==> config.mk <==
export PLATFORM = sky130hd
export DESIGN_NAME = stream_mux_rr
export DESIGN_NICKNAME = d
export VERILOG_FILES = /design/src/rtl/stream_mux_rr.sv
export SDC_FILE = /design/constraint.sdc
export NUM_CORES = 1
export LEC_CHECK = 0
export BUFFER_PORTS_ARGS = -buffer_cell sky130_fd_sc_hd__buf_2
export CAP_MARGIN = 10
export CORE_MARGIN = 1.5
export CORE_UTILIZATION = 46
export CTS_BUF_LIST = sky130_fd_sc_hd__clkbuf_16
export CTS_CLUSTER_SIZE = 30
export DETAILED_ROUTE_END_ITERATION = 16
export HOLD_SLACK_MARGIN = 0.1
export PLACE_DENSITY = 0.84
export REMOVE_ABC_BUFFERS = 1
export SLEW_MARGIN = 20
export SYNTH_ARGS = -nofsm -noshare
export SYNTH_HDL_FRONTEND = slang
export SYNTH_SLANG_ARGS = --single-unit
==> constraint.sdc <==
create_clock -name clk -period 2.9 [get_ports clk]
set_input_delay 0.145 -clock clk [delete_from_list [all_inputs] [get_ports clk]]
set_output_delay 0.145 -clock clk [all_outputs]
set_load 0.1 [all_outputs]
==> src/rtl/stream_mux_rr.sv <==
// stream_mux_rr: N-to-1 valid/ready stream merger.
// Arbitration is round-robin or fixed priority, selected by rr_en.
// The merged beat is held in a single registered output stage.
// in_ready is combinational on in_valid, out_valid, out_ready, rr_en and rst_n.
// Nothing in in_data reaches an output without passing through a register.
module stream_mux_rr #(
  parameter int WIDTH = 8,
  parameter int N     = 4,
  parameter int SELW  = 2
) (
  input  logic               clk,
  input  logic               rst_n,
  input  logic [N*WIDTH-1:0] in_data,
  input  logic [N-1:0]       in_valid,
  output logic [N-1:0]       in_ready,
  input  logic               rr_en,
  output logic [WIDTH-1:0]   out_data,
  output logic [SELW-1:0]    out_sel,
  output logic               out_valid,
  input  logic               out_ready
);

  logic [WIDTH-1:0] r_out_data;
  logic [SELW-1:0]  r_out_sel;
  logic             r_out_valid;
  logic [SELW-1:0]  r_last_ptr;

  logic             w_can_load;
  logic             w_found;
  logic [SELW-1:0]  w_grant;
  logic [SELW-1:0]  w_idx;
  logic [WIDTH-1:0] w_data;
  logic             w_xfer;

  // The output register may take a new beat when it is empty or is being popped.
  assign w_can_load = !r_out_valid || out_ready;
  assign w_xfer     = rst_n && w_can_load && w_found;

  // Arbitration: search N candidates, first asserted in_valid wins.
  // In round-robin mode the search starts one past the last grant (mod N);
  // in fixed-priority mode it starts at index 0.
  always_comb begin
    w_found = 1'b0;
    w_grant = '0;
    w_idx   = '0;
    for (int i = 1; i <= N; i++) begin
      if (rr_en) begin
        w_idx = SELW'((int'(r_last_ptr) + i) % N);
      end else begin
        w_idx = SELW'(i - 1);
      end
      if (!w_found && in_valid[w_idx]) begin
        w_found = 1'b1;
        w_grant = w_idx;
      end else begin
        w_grant = w_grant;
      end
    end
  end

  // Select the granted channel's data; it only feeds the output register.
  always_comb begin
    w_data = '0;
    for (int k = 0; k < N; k++) begin
      if (w_grant == SELW'(k)) begin
        w_data = in_data[k*WIDTH +: WIDTH];
      end else begin
        w_data = w_data;
      end
    end
  end

  // Only the granted channel sees ready; nothing is ready while in reset.
  always_comb begin
    in_ready = '0;
    for (int k = 0; k < N; k++) begin
      if (rst_n && w_can_load && w_found && (w_grant == SELW'(k))) begin
        in_ready[k] = 1'b1;
      end else begin
        in_ready[k] = 1'b0;
      end
    end
  end

  // Output stage and round-robin pointer; reset drops any buffered beat at once.
  always_ff @(posedge clk or negedge rst_n) begin
    if (!rst_n) begin
      r_out_valid <= 1'b0;
      r_out_data  <= '0;
      r_out_sel   <= '0;
      r_last_ptr  <= SELW'(N - 1);
    end else if (w_xfer) begin
      r_out_valid <= 1'b1;
      r_out_data  <= w_data;
      r_out_sel   <= w_grant;
      r_last_ptr  <= w_grant;
    end else if (r_out_valid && out_ready) begin
      r_out_valid <= 1'b0;
    end else begin
      r_out_valid <= r_out_valid;
    end
  end

  assign out_data  = r_out_data;
  assign out_sel   = r_out_sel;
  assign out_valid = r_out_valid;

endmodule

; After elaboration in Yosys (flattened, before gate mapping)
; Index checks and enable logic that the tools add are counted.
[totals]
ff_bits = 13
latch_bits = 0
ram_bits = 0
romBits = 0
input_bits = 40
out_inout_bits = 15
wordCells = 62
memories = 0
[op_classes]
add_sub_neg = 4
mul = 0
n_div = 0
magnitude_cmp = 4
n_eq_ne = 3
shift = 0
n_mux = 30
bitwise = 0
n_reduce_logical = 17
[op_table]
columns = op, count
row1 = $mux 8, 4
row2 = $mux 2, 8
row3 = $mux 1, 14
row4 = $lt 2x3->1 const B, 4
row5 = $logic_and 1x1->1, 10
row6 = $bmux 1 s2, 4
row7 = $add 2x1->2 const B, 2
row8 = $add 2x2->2 const B, 2
row9 = $eq 2x2->1 const B, 2
row10 = $logic_not 1->1, 4
row11 = $eq 2x1->1 const B, 1
row12 = $logic_not 2->1, 1
row13 = $reduce_bool 2->1, 1
row14 = $logic_or 1x1->1, 1

; Logic depth before layout (Yosys ltp)
; Gate-level depths: netlist of the first run.
[depth]
word_depth = 19
depth_mapped = 8
depth_no_buf = 6

; Least setup slack after synthesis of the first run
; OpenSTA, ideal clock, no wires.
[synth_timing]
path_kind = register to output
startpoint = register r_last_ptr[1]
endpoint = output in_ready[2]
t_arrival_ps = 3914
required_time_ps = 2755
path_slack_ps = -1159
path_stages_with_launch = 8
n_path_buf = 1
path_cell_list = dfstp_2 buf_2 nand3b_1 a21boi_1 a221o_1 a22oi_4 nand2_2 nor3b_1
[synth_via]
elab_chain_len = 17
word_cells_on_any_way = 34
cone_classes = 4 x add/sub / 1 x eq/ne / 21 x mux / 8 x reduce/logical
[synth_lines]
columns = item, line
row1 = from (decl), 26  ; logic [SELW-1:0] r_last_ptr;
row2 = from (signal assigned), 91  ; r_last_ptr <= SELW'(N - 1);
row3 = from (signal assigned), 96  ; r_last_ptr <= w_grant;
row4 = $add 2x1->2, 48  ; w_idx = SELW'((int'(r_last_ptr) + i) % N);
row5 = $mux 2, 47  ; if (rr_en) begin
row6 = $bmux 1 s2, 52  ; if (!w_found && in_valid[w_idx]) begin
row7 = $mux 1 (implied by the code), 52
row8 = $mux 1, 52
row9 = $logic_not 1->1, 52
row10 = $logic_and 1x1->1, 52
row11 = $mux 1, 52
row12 = $logic_not 1->1, 52
row13 = $logic_and 1x1->1, 52
row14 = $mux 1, 52
row15 = $logic_not 1->1, 52
row16 = $logic_and 1x1->1, 52
row17 = $mux 2 or $mux 1 (tied branches), 52
row18 = $eq 2x2->1 or $logic_and 1x1->1 (tied branches), 77  ; if (rst_n && w_can_load && w_found && (w_grant == SELW'(k))) begin
row19 = $logic_and 1x1->1 *, 77
row20 = $mux 1 *, 77
row21 = to (decl), 15  ; output logic [N-1:0] in_ready,
; Mark *: on every way between the ends. The rest lies on a longest branch, timed or not. The select of a mux whose other input is x is not followed.

; Worst setup path in the final report of the first run
[layout_timing]
startpoint = register r_last_ptr[0]
endpoint = output in_ready[1]
[layout_via]
elab_chain_len = 17
word_cells_on_any_way = 34
cone_classes = 4 x add/sub / 1 x eq/ne / 21 x mux / 8 x reduce/logical
[layout_lines]
columns = item, line
row1 = $add 2x1->2, 48
row2 = $mux 2, 47
row3 = $bmux 1 s2, 52
row4 = $mux 1 (implied by the code), 52
row5 = $mux 1, 52
row6 = $logic_not 1->1, 52
row7 = $logic_and 1x1->1, 52
row8 = $mux 1, 52
row9 = $logic_not 1->1, 52
row10 = $logic_and 1x1->1, 52
row11 = $mux 1, 52
row12 = $logic_not 1->1, 52
row13 = $logic_and 1x1->1, 52
row14 = $mux 2 or $mux 1 (tied branches), 52
row15 = $eq 2x1->1 or $logic_and 1x1->1 (tied branches), 77
row16 = $logic_and 1x1->1 *, 77
row17 = $mux 1 *, 77
; Marked as above.

==> results of run 1 <==
==> critical path: stages (launching register included) <==
cell	delay, ps
dfstp_2	630
nor2b_1	90
a22o_1	230
a221o_2	490
a311o_1	370
nand2_2	110
and2_1	140
clkbuf_4	320
==> routing by layer <==
metal  routed length, um  up-vias  track usage [%]
li1                    -      569                -
met1                1220      533             26.2
met2                1570       36             40.4
met3                 141        2             5.14
met4                   8        0             5.13
met5                   0        -                0
==> worst paths after layout <==
| kind | startpoint | to | slack, ps | cells past startpoint |
|---|---|---|---|---|
| worst max-delay path | r_last_ptr[0] | in_ready[1] | 120 | 7 |
| worst min-delay path | out_ready | out_valid | 260 | 3 |
| worst max register to register | r_last_ptr[0] | r_last_ptr[0] | 320 | 7 |
| worst min register to register | out_data[4] | out_data[4] | 480 | 2 |
| max in group asynchronous | rst_n | r_last_ptr[1] | 2250 | 2 |
| min in group asynchronous | rst_n | out_data[4] | 350 | 2 |
==> area by class of cell <==
type	instances	area, sq um	share of cell area (%)
well taps	28	35.0	2.29
repair buffers	60	338	22.0
flip-flops and latches	13	328	21.4
multi-input cells	99	742	48.4
clock inverters	1	3.75	0.245
clock buffers	3	75.1	4.90
inverters	3	11.3	0.735
==> report_power, final <==
part	internal (mW)	switching (mW)	leakage (nW)
combinational	0.331	0.942	0.542
sequential	0.275	0.0735	0.153
clock	0.182	0.0773	0.0423
total	0.788	1.09	0.737
==> cell families (layout without fill, tap and decap cells) <==
kind of cell / Yosys count / after routing
simple gates: 46 / 46
compound gates: 34 / 34
buf+inv: 10 / 67
flops: 13 / 13
mux: 19 / 19
==> state kept, by name, summed over array words and instances, names as in the netlist <==
signal,count
out_valid,1
r_last_ptr,2
out_data,8
out_sel,2
==> placed cells by master (no fill, tap or decap) <==
master | Yosys | layout
a211o_1 | 1 | 1
a21boi_1 | 1 | 1
a21oi_1 | 11 | 11
a221o_1 | 1 | 1
a221o_2 | 1 | 1
a22o_1 | 2 | 2
a22oi_4 | 1 | 1
a311o_1 | 1 | 1
a311oi_4 | 1 | 1
a31o_2 | 1 | 1
a31oi_1 | 1 | 1
and2_1 | 1 | 1
and3b_1 | 1 | 1
buf_12 | 0 | 1
buf_2 | 6 | 51
buf_4 | 1 | 5
clkbuf_16 | 0 | 3
clkbuf_4 | 0 | 2
dfrtp_1 | 11 | 11
dfstp_2 | 2 | 2
dlygate4sd3_1 | 0 | 1
inv_1 | 3 | 4
mux2_1 | 11 | 11
mux2_2 | 7 | 7
mux2i_1 | 1 | 1
nand2_1 | 13 | 13
nand2_2 | 1 | 1
nand2b_1 | 4 | 4
nand3b_1 | 2 | 2
nand4b_1 | 1 | 1
nor2_1 | 6 | 6
nor2b_1 | 4 | 4
nor3_1 | 11 | 11
nor3b_1 | 1 | 1
nor4bb_1 | 1 | 1
o21ai_0 | 1 | 1
o2bb2ai_1 | 1 | 1
o311ai_4 | 1 | 1
o31ai_1 | 9 | 9
==> metrics by stage <==
step / hold slack [ps] / util (%) / power (mW) / instance area, sq um / worst slack [ps]
after floorplan: -151 / - / 1.37 / 1080 / -1220
after global placement: 71.8 / 63.2 / 1.58 / 1420 / 350
after detailed placement: 77.4 / 63.2 / 1.61 / 1420 / 276
after CTS: 248 / 67.1 / 1.88 / 1510 / 13.4
after global routing: 276 / 68.0 / 1.97 / 1530 / 24.4
final: 256 / 68.0 / 1.88 / 1530 / 125
==> repair_timing <==
item	CTS	global route
buffers inserted	0	2
setup endpoints to repair	0	2
hold buffers	1	0
resized for setup	0	2
hold endpoints to repair	11	0
==> impl_metrics.ini, run 1 <==
[setup_path]
crit_path_start_kind = flip-flop
path_max_fanout = 13
required_ps = 2760
path_class = flip-flop to output pin
cp_data_arrival_time_ps = 2630
endpoint_kind = output pin

[global_route]
grt_usage_pct = 22.3
grt_pass1_vias = 1053
antenna_found_initial = 0
grt_first_pass_wirelength_mm = 4.57
grt_max_degree = 21
grt_remaining_overflow = 0

[clock_tree]
clock_tree.root_cell = clkbuf_16
cts_buffers = 3
cts_tree = done
cts.sinks = 13
clk_pin_slew_ps = 50
clock_path_buffers = 2
htreeDepth = 1
clock_latency_ps = 240

[synth]
synthXorXnorAreaFrac_pct = 0
synth_compound_area_share_pct = 26.0
synthArstFlopShare_pct = 100
synth_edf_count = 0
synth.area.top_cells = dfrtp_1, mux2_1, mux2_2, o31ai_1, a21oi_1
syn_area_per_cell_sq_um = 9.17
synth_top_family_by_area = compound AO/OA/AOI/OAI gates
seq_area_frac_synth_pct = 29.3
syn-cell-area_sq_um = 1120
ys_warn_count = 0
synth_ff_type = dfrtp_1
syn-instance-count = 122
synth_fa_ha_area_share_pct = 0
synth-simple-area-share_pct = 21.4
synth_top_area_share_pct = 24.6
yosys.area.top_type = dfrtp_1
synth_seq_cells = 13
synth_mux_area_share_pct = 19.0
synth_cell_types = 35
synthTopCellsByCount = nand2_1, a21oi_1, dfrtp_1, mux2_1, nor3_1
synth.most_common_cell = nand2_1

[sta]
slew_violations = 0
fin_crit_sh_pct = 95.7
timing.slew.headroom_pct = 67.2
finalHoldViolCount = 0
worst_pin_slew_ps = 496
setup-violations-final = 0
period_needed_ps = 2780
worst_clock_skew_ps = 3.90
tns_ps = 0
rsz0062_at_grt = false
max_freq_mhz = 360

[floorplan]
die_w_um = 52.3
start_util_pct = 49.6
dieArea_sq_um = 2740
die_y_um = 52.3
top_level_ports = 55
rows = 17
core_sq_um = 2250

[layout]
final_cells = 207
drive_gt1_share_pct = 43.0
area_growth_pct = 37.0
fin_nets = 220
nFillCells = 184
n_antenna_cell = 0

[power]
power_density_nw_per_um2 = 1230
irDropWorstVdd_mv = 0.933
leakagePower_nw = 0.737

[drt]
drtPass1Iterations = 5
drt-total-wl_mm = 2.94
num_vias = 1140
ant_nets = 0
drtIter0Drc = 14
drc_errors = 0
viasPerCell = 5.51
detail_route.wl_per_cell_um = 14.2

[placement]
place_inst = 200
io_buffer_count = 54
place_congestion = 0.780
place_hpwl_mm = 2.21

[run_status]
status = finished, final reports clean

[hold_path]
worstHoldPathType = input pin to flip-flop

[flow_run]
max_cap_viol_count = 0
Power figures use the tool's default switching activity.
==> run 2: changes to the inputs <==
CAP_MARGIN = default   (was 10)
REMOVE_ABC_BUFFERS = default   (was 1)
==> run 2 against run 1 <==
Compared with the run above: final cell count shrank 0.97%; sequential share of layout area is the same; largest cell class unchanged; flip-flop and latch count is the same; register-to-register slack gained 80 ps; non-clock buffer count shrank 2; via count grew 2.4%; clock power grew 3%; critical path depth is the same; routed wire length grew 1.4%; first-iteration DRC count grew 57%.
==> impl_metrics.ini, run 2 (synthesized netlist as in run 1, its figures left out) <==
[power]
p_total_mw = 1.89
power.share.sequential_pct = 18.6
leakagePower_nw = 0.735
swShare_pct = 58.3
power_density_nw_per_um2 = 1230
internal_power_mw = 0.789
irDropWorstVdd_mv = 1.05
pwr-share-clk_pct = 14.1
power_frac_comb_pct = 67.4
switching_power_mw = 1.10

[floorplan]
die_y_um = 52.3
top_level_ports = 55
rows = 17
die_w_um = 52.3
core_sq_um = 2250
dieArea_sq_um = 2740
start_util_pct = 49.6

[setup_path]
reg2reg_from = r_last_ptr[0]
cp_data_arrival_time_ps = 2680
crit_path_start_kind = flip-flop
reg2reg_slack_ps = 400
path_class = flip-flop to output pin
cp_slowest_cell = dfstp_2
endpoint_kind = output pin
path_cells = nor2b_1 > a22o_1 > a221o_2 > o311ai_4 > buf_8 > and3b_1 > buf_12
required_ps = 2760
rr_endpoint = out_sel[0]
cp_top_family = compound AO/OA/AOI/OAI gates
worst_r2r_path_depth = 6
crit_buf_inv = 2
critPathMaxStageDelay_ps = 630
path_max_fanout = 23

[sta]
setup-violations-final = 0
fin_hold_ws_ps = 238
period_needed_ps = 2820
slew_violations = 0
worst_clock_skew_ps = 4.61
timing.slew.headroom_pct = 67.6
max_freq_mhz = 354
finalHoldViolCount = 0
rsz0062_at_grt = false
fin_crit_sh_pct = 97.4
worst_pin_slew_ps = 486
worst_slack_ps = 75.1
tns_ps = 0

[clock_tree]
postCtsSetupRepairBufs = 0
clock_tree.root_cell = clkbuf_16
cts.sinks = 13
clock_latency_ps = 250
clock_path_buffers = 2
clk_pin_slew_ps = 50
cts_tree = done
htreeDepth = 1
cts_buffers = 3

[drt]
drc_errors = 0
viasPerCell = 5.69
num_vias = 1167
drtIter0Drc = 22
detail_route.wl_per_cell_um = 14.6
drtPass1Iterations = 4
ant_nets = 0
drt-total-wl_mm = 2.98

[layout]
utilization_pct = 68.0
n_antenna_cell = 0
fin_nets = 218
drive_gt1_share_pct = 43.5
nFillCells = 187
layout_common_cells = buf_2, nand2_1, a21oi_1, mux2_1, dfrtp_1
stdcell_area_sq_um = 1530
largest_register_ffs = 8
area_growth_pct = 37.0
layout_commonest_cell = buf_2
final_cells = 205

[placement]
place_area_sq_um = 1430
preCtsSetupSlack_ps = 250
io_buffer_count = 54
place_inst = 200
place_hpwl_mm = 2.18
place_congestion = 0.860

[hold_path]
worstHoldPathType = input pin to flip-flop
min-delay-start = out_ready
min_path_cells = 3
hold_end = out_valid

[flow_run]
max_cap_viol_count = 0

[global_route]
grt_max_degree = 24
grt_remaining_overflow = 0
grt_pass1_vias = 1092
grt_first_pass_wirelength_mm = 4.86
grt_usage_pct = 24.1
antenna_found_initial = 0

[run_status]
status = finished, final reports clean

[synth]
syn-num-nets = 162
==> run 2: cell types whose count changed in the layout (fill, tap and decap cells not counted), sizes merged <==
cell    change
clkbuf      -2
==> run 2: timing repair <==
item / CTS / global route
endpoints found under the hold margin: 11 / 0
gates resized for setup: 1 / 2
hold buffers: 1 / 0
gates cloned: 0 / 0
setup endpoints to repair: 1 / 3
==> run 2: routing by layer <==
layer | routed length, um | GRT usage [%] | vias to the layer above
met4 | 73 | 12.8 | 0
met1 | 1270 | 28.8 | 548
met5 | 0 | 0 | -
met2 | 1500 | 41.0 | 43
met3 | 134 | 3.71 | 8
li1 | - | - | 568
==> run 2: power by group through the flow <==
stage	clock network [mW]	logic [mW]	registers [mW]
global route	0.278	1.34	0.365
detailed placement	0	1.27	0.350
global placement	0	1.25	0.344
CTS	0.269	1.27	0.350
floorplan	0	0.577	0.828
finish	0.266	1.27	0.352
==> run 2: worst max-delay path by stage <==
stage	slack, ps	startpoint	depth (start not counted)	endpoint
3_5_place_dp	250	r_last_ptr[0]	7	in_ready[1]
6_report	80	r_last_ptr[0]	7	in_ready[3]
3_3_place_gp	340	r_last_ptr[0]	7	in_ready[1]
5_1_grt	1	r_last_ptr[0]	7	in_ready[3]
2_1_floorplan	-180	r_last_ptr[1]	7	in_ready[2]
4_1_cts	20	r_last_ptr[0]	7	in_ready[3]
==> run 2: worst min-delay path: stages <==
cell,delay [ps]
buf_2,70
nand2b_1,150
nand2_1,70
==> run 2: final cells by class <==
type	instances	area, sq um	area share, %
multi-input combinational	99	752	49.1
clock buffer	3	75.1	4.90
sequential	13	328	21.4
tap	28	35.0	2.29
clock inverter	1	3.75	0.245
inverter	3	11.3	0.735
timing repair buffer	58	328	21.4
==> run 3: changes to the inputs <==
ABC_AREA = 1   (was default)
CORE_UTILIZATION = 47   (was 46)
==> run 3 against run 2 <==
Compared with the run above: synthesized cell count up 53%; flip-flop and latch count unchanged; sequential power down 8.5%; global-route usage down 2.7 points; count of clock-buffer cells in the layout unchanged; sequential share of layout area down 0.41 points; clock power down 7%; core utilization down 4.3 points; maximum frequency up 5.4%; final cell count up 31%; hold slack worse by 120 ps; critical endpoint is now in_ready[0]; highest routed layer unchanged.
==> impl_metrics.ini, run 3 <==
[synth]
synth_top_area_share_pct = 22.6
synthArstFlopShare_pct = 100
syn-instance-count = 187
synth-simple-area-share_pct = 60.7
synthTopCellsByCount = nand2_1, nand3_1, nor2_1
synth_seq_cells = 13
syn_area_per_cell_sq_um = 6.51
synth.area.top_cells = dfrtp_1, nand2_1, nand3_1, nor2_1, buf_6
seq_area_frac_synth_pct = 26.9
synth_fa_ha_area_share_pct = 0
syn-cell-area_sq_um = 1220
syn-num-nets = 227
synth_edf_count = 0
synth_top_family_by_area = simple AND/OR/NAND/NOR gates
synth.most_common_cell = nand2_1
synth_compound_area_share_pct = 2.57
synthXorXnorAreaFrac_pct = 0
synth_mux_area_share_pct = 0
yosys.area.top_type = dfrtp_1
ys_warn_count = 0
synth_ff_type = dfrtp_1
synth_cell_types = 23

[sta]
max_freq_mhz = 373
tns_ps = 0
finalHoldViolCount = 0
timing.slew.headroom_pct = 67.6
slew_violations = 0
fin_hold_ws_ps = 116
fin_crit_sh_pct = 92.4
worst_clock_skew_ps = 1.66
worst_pin_slew_ps = 489
rsz0062_at_grt = false
period_needed_ps = 2680
setup-violations-final = 0

[layout]
fin_nets = 280
drive_gt1_share_pct = 38.5
layout_common_cells = nand2_1, buf_2, nand3_1, nor2_1, dfrtp_1
largest_register_ffs = 8
area_growth_pct = 28.4
utilization_pct = 63.7
final_cells = 269
nFillCells = 231
n_antenna_cell = 0
layout_commonest_cell = nand2_1

[setup_path]
crit_buf_inv = 3
endpoint_kind = output pin
crit_path_frequent_cell = nand2_2
crit_path_start_kind = flip-flop
cp_data_arrival_time_ps = 2530
worst_r2r_path_depth = 11
required_ps = 2760
cp_slowest_cell = dfstp_2
path_cells = inv_2 > nand2_2 > nand2_1 > nand3_1 > nand2_2 > nand3_1 > or2_1 > nand2_2 > nor2_4 > inv_4 > nor3_2 > clkbuf_4
cp_top_family = simple AND/OR/NAND/NOR gates
worst-path-stages = 12
critPathMaxStageDelay_ps = 540
reg2reg_slack_ps = 610
path_max_fanout = 14
path_class = flip-flop to output pin

[power]
switching_power_mw = 1.28
swShare_pct = 62.3
power_density_nw_per_um2 = 1310
internal_power_mw = 0.773
irDropWorstVdd_mv = 0.984
leakagePower_nw = 0.857
pwr-share-clk_pct = 12.1
power.share.sequential_pct = 15.7
power_frac_comb_pct = 72.2

[hold_path]
min_path_cells = 2
worstHoldPathType = input pin to flip-flop

[placement]
place_congestion = 0.859
io_buffer_count = 54
place_hpwl_mm = 2.39
place_inst = 264

[clock_tree]
clock_latency_ps = 230
clock_path_buffers = 2
clock_tree.root_cell = clkbuf_16
cts_buffers = 3
clk_pin_slew_ps = 40
cts.sinks = 13
htreeDepth = 1
cts_tree = done

[drt]
viasPerCell = 5.06
drtIter0Drc = 43
detail_route.wl_per_cell_um = 11.1
dr_wl_met3_um = 152
met2_length_mm = 1.44
drtPass1Iterations = 4
drt-total-wl_mm = 2.99
num_vias = 1360
top_layer = met4
drc_errors = 0
wl_met1_mm = 1.37
ant_nets = 0

[floorplan]
die_w_um = 53.9
rows = 18
core_sq_um = 2450
dieArea_sq_um = 2900
start_util_pct = 49.6
die_y_um = 53.9
top_level_ports = 55

[global_route]
grt_max_degree = 20
grt_first_pass_wirelength_mm = 4.60
antenna_found_initial = 0
grt_usage_pct = 21.5
grt_pass1_vias = 1075
grt_remaining_overflow = 0

[flow_run]
max_cap_viol_count = 0

[run_status]
status = finished, final reports clean
==> run 3: cell count changes in the layout (fill, tap and decap cells not counted), moves of 7 or more <==
| cell | previous run | this run |
|---|---|---|
| a21oi_1 | 11 | 1 |
| nor3_1 | 10 | 0 |
| nand3_1 | 0 | 32 |
| nor2_2 | 0 | 9 |
| nor2_1 | 6 | 20 |
| nand2_2 | 1 | 8 |
| o31ai_1 | 9 | 0 |
| nand2_1 | 13 | 62 |
| mux2_2 | 7 | 0 |
| nand4_1 | 0 | 8 |
| mux2_1 | 11 | 0 |
==> run 3: logic make-up (layout without fill, tap and decap cells) <==
group                  count (synthesis)  in the layout
AO/OA/AOI/OAI                          5              5
buffers and inverters                 19             71
AND/OR/NAND/NOR                      150            150
flip-flops                            13             13
==> run 3: area by class of cell <==
class,count,area (sq um),share of cell area [%]
multi-input cells,155,778,49.8
flip-flops and latches,13,328,21.0
repair buffers,55,290,18.6
clock buffers,3,75.1,4.80
inverters,12,50.0,3.20
well taps,30,37.5,2.40
clock inverters,1,3.75,0.240
==> run 3: per-layer routing <==
| layer | track usage [%] | vias to the layer above |
|---|---|---|
| met2 | 33.9 | 50 |
| li1 | - | 706 |
| met5 | 0 | - |
| met3 | 1.94 | 2 |
| met4 | 6.41 | 0 |
| met1 | 30.7 | 602 |
==> run 3: per-stage QoR <==
step | instance area, sq um | total power [mW] | setup slack (ps)
after floorplan | 1220 | 1.60 | -52.2
final | 1560 | 2.05 | 221
after global placement | 1460 | 1.77 | 414
after CTS | 1550 | 2.05 | 115
after global routing | 1560 | 2.19 | 28.8
after detailed placement | 1460 | 1.79 | 409
==> run 3: worst paths after layout <==
path	start	to
setup / recovery	r_last_ptr[0]	in_ready[0]
hold / removal	out_ready	out_valid
setup reg to reg	r_last_ptr[0]	out_data[3]
hold reg to reg	out_data[2]	out_data[2]
max in group asynchronous	rst_n	r_last_ptr[0]
min in group asynchronous	rst_n	out_valid
==> run 3: repair_timing <==
action,in CTS,in global routing
setup endpoints to repair,0,4
resized for setup,0,5
hold buffers,1,0
hold endpoints to repair,13,0
setup buffers,0,0
==> run 3: power by group through the flow <==
stage / logic [mW] / registers (mW) / clock network, mW
after floorplan: 0.785 / 0.813 / 0
after global routing: 1.60 / 0.331 / 0.264
final: 1.48 / 0.322 / 0.247
after CTS: 1.48 / 0.323 / 0.251
after global placement: 1.45 / 0.317 / 0
after detailed placement: 1.47 / 0.322 / 0
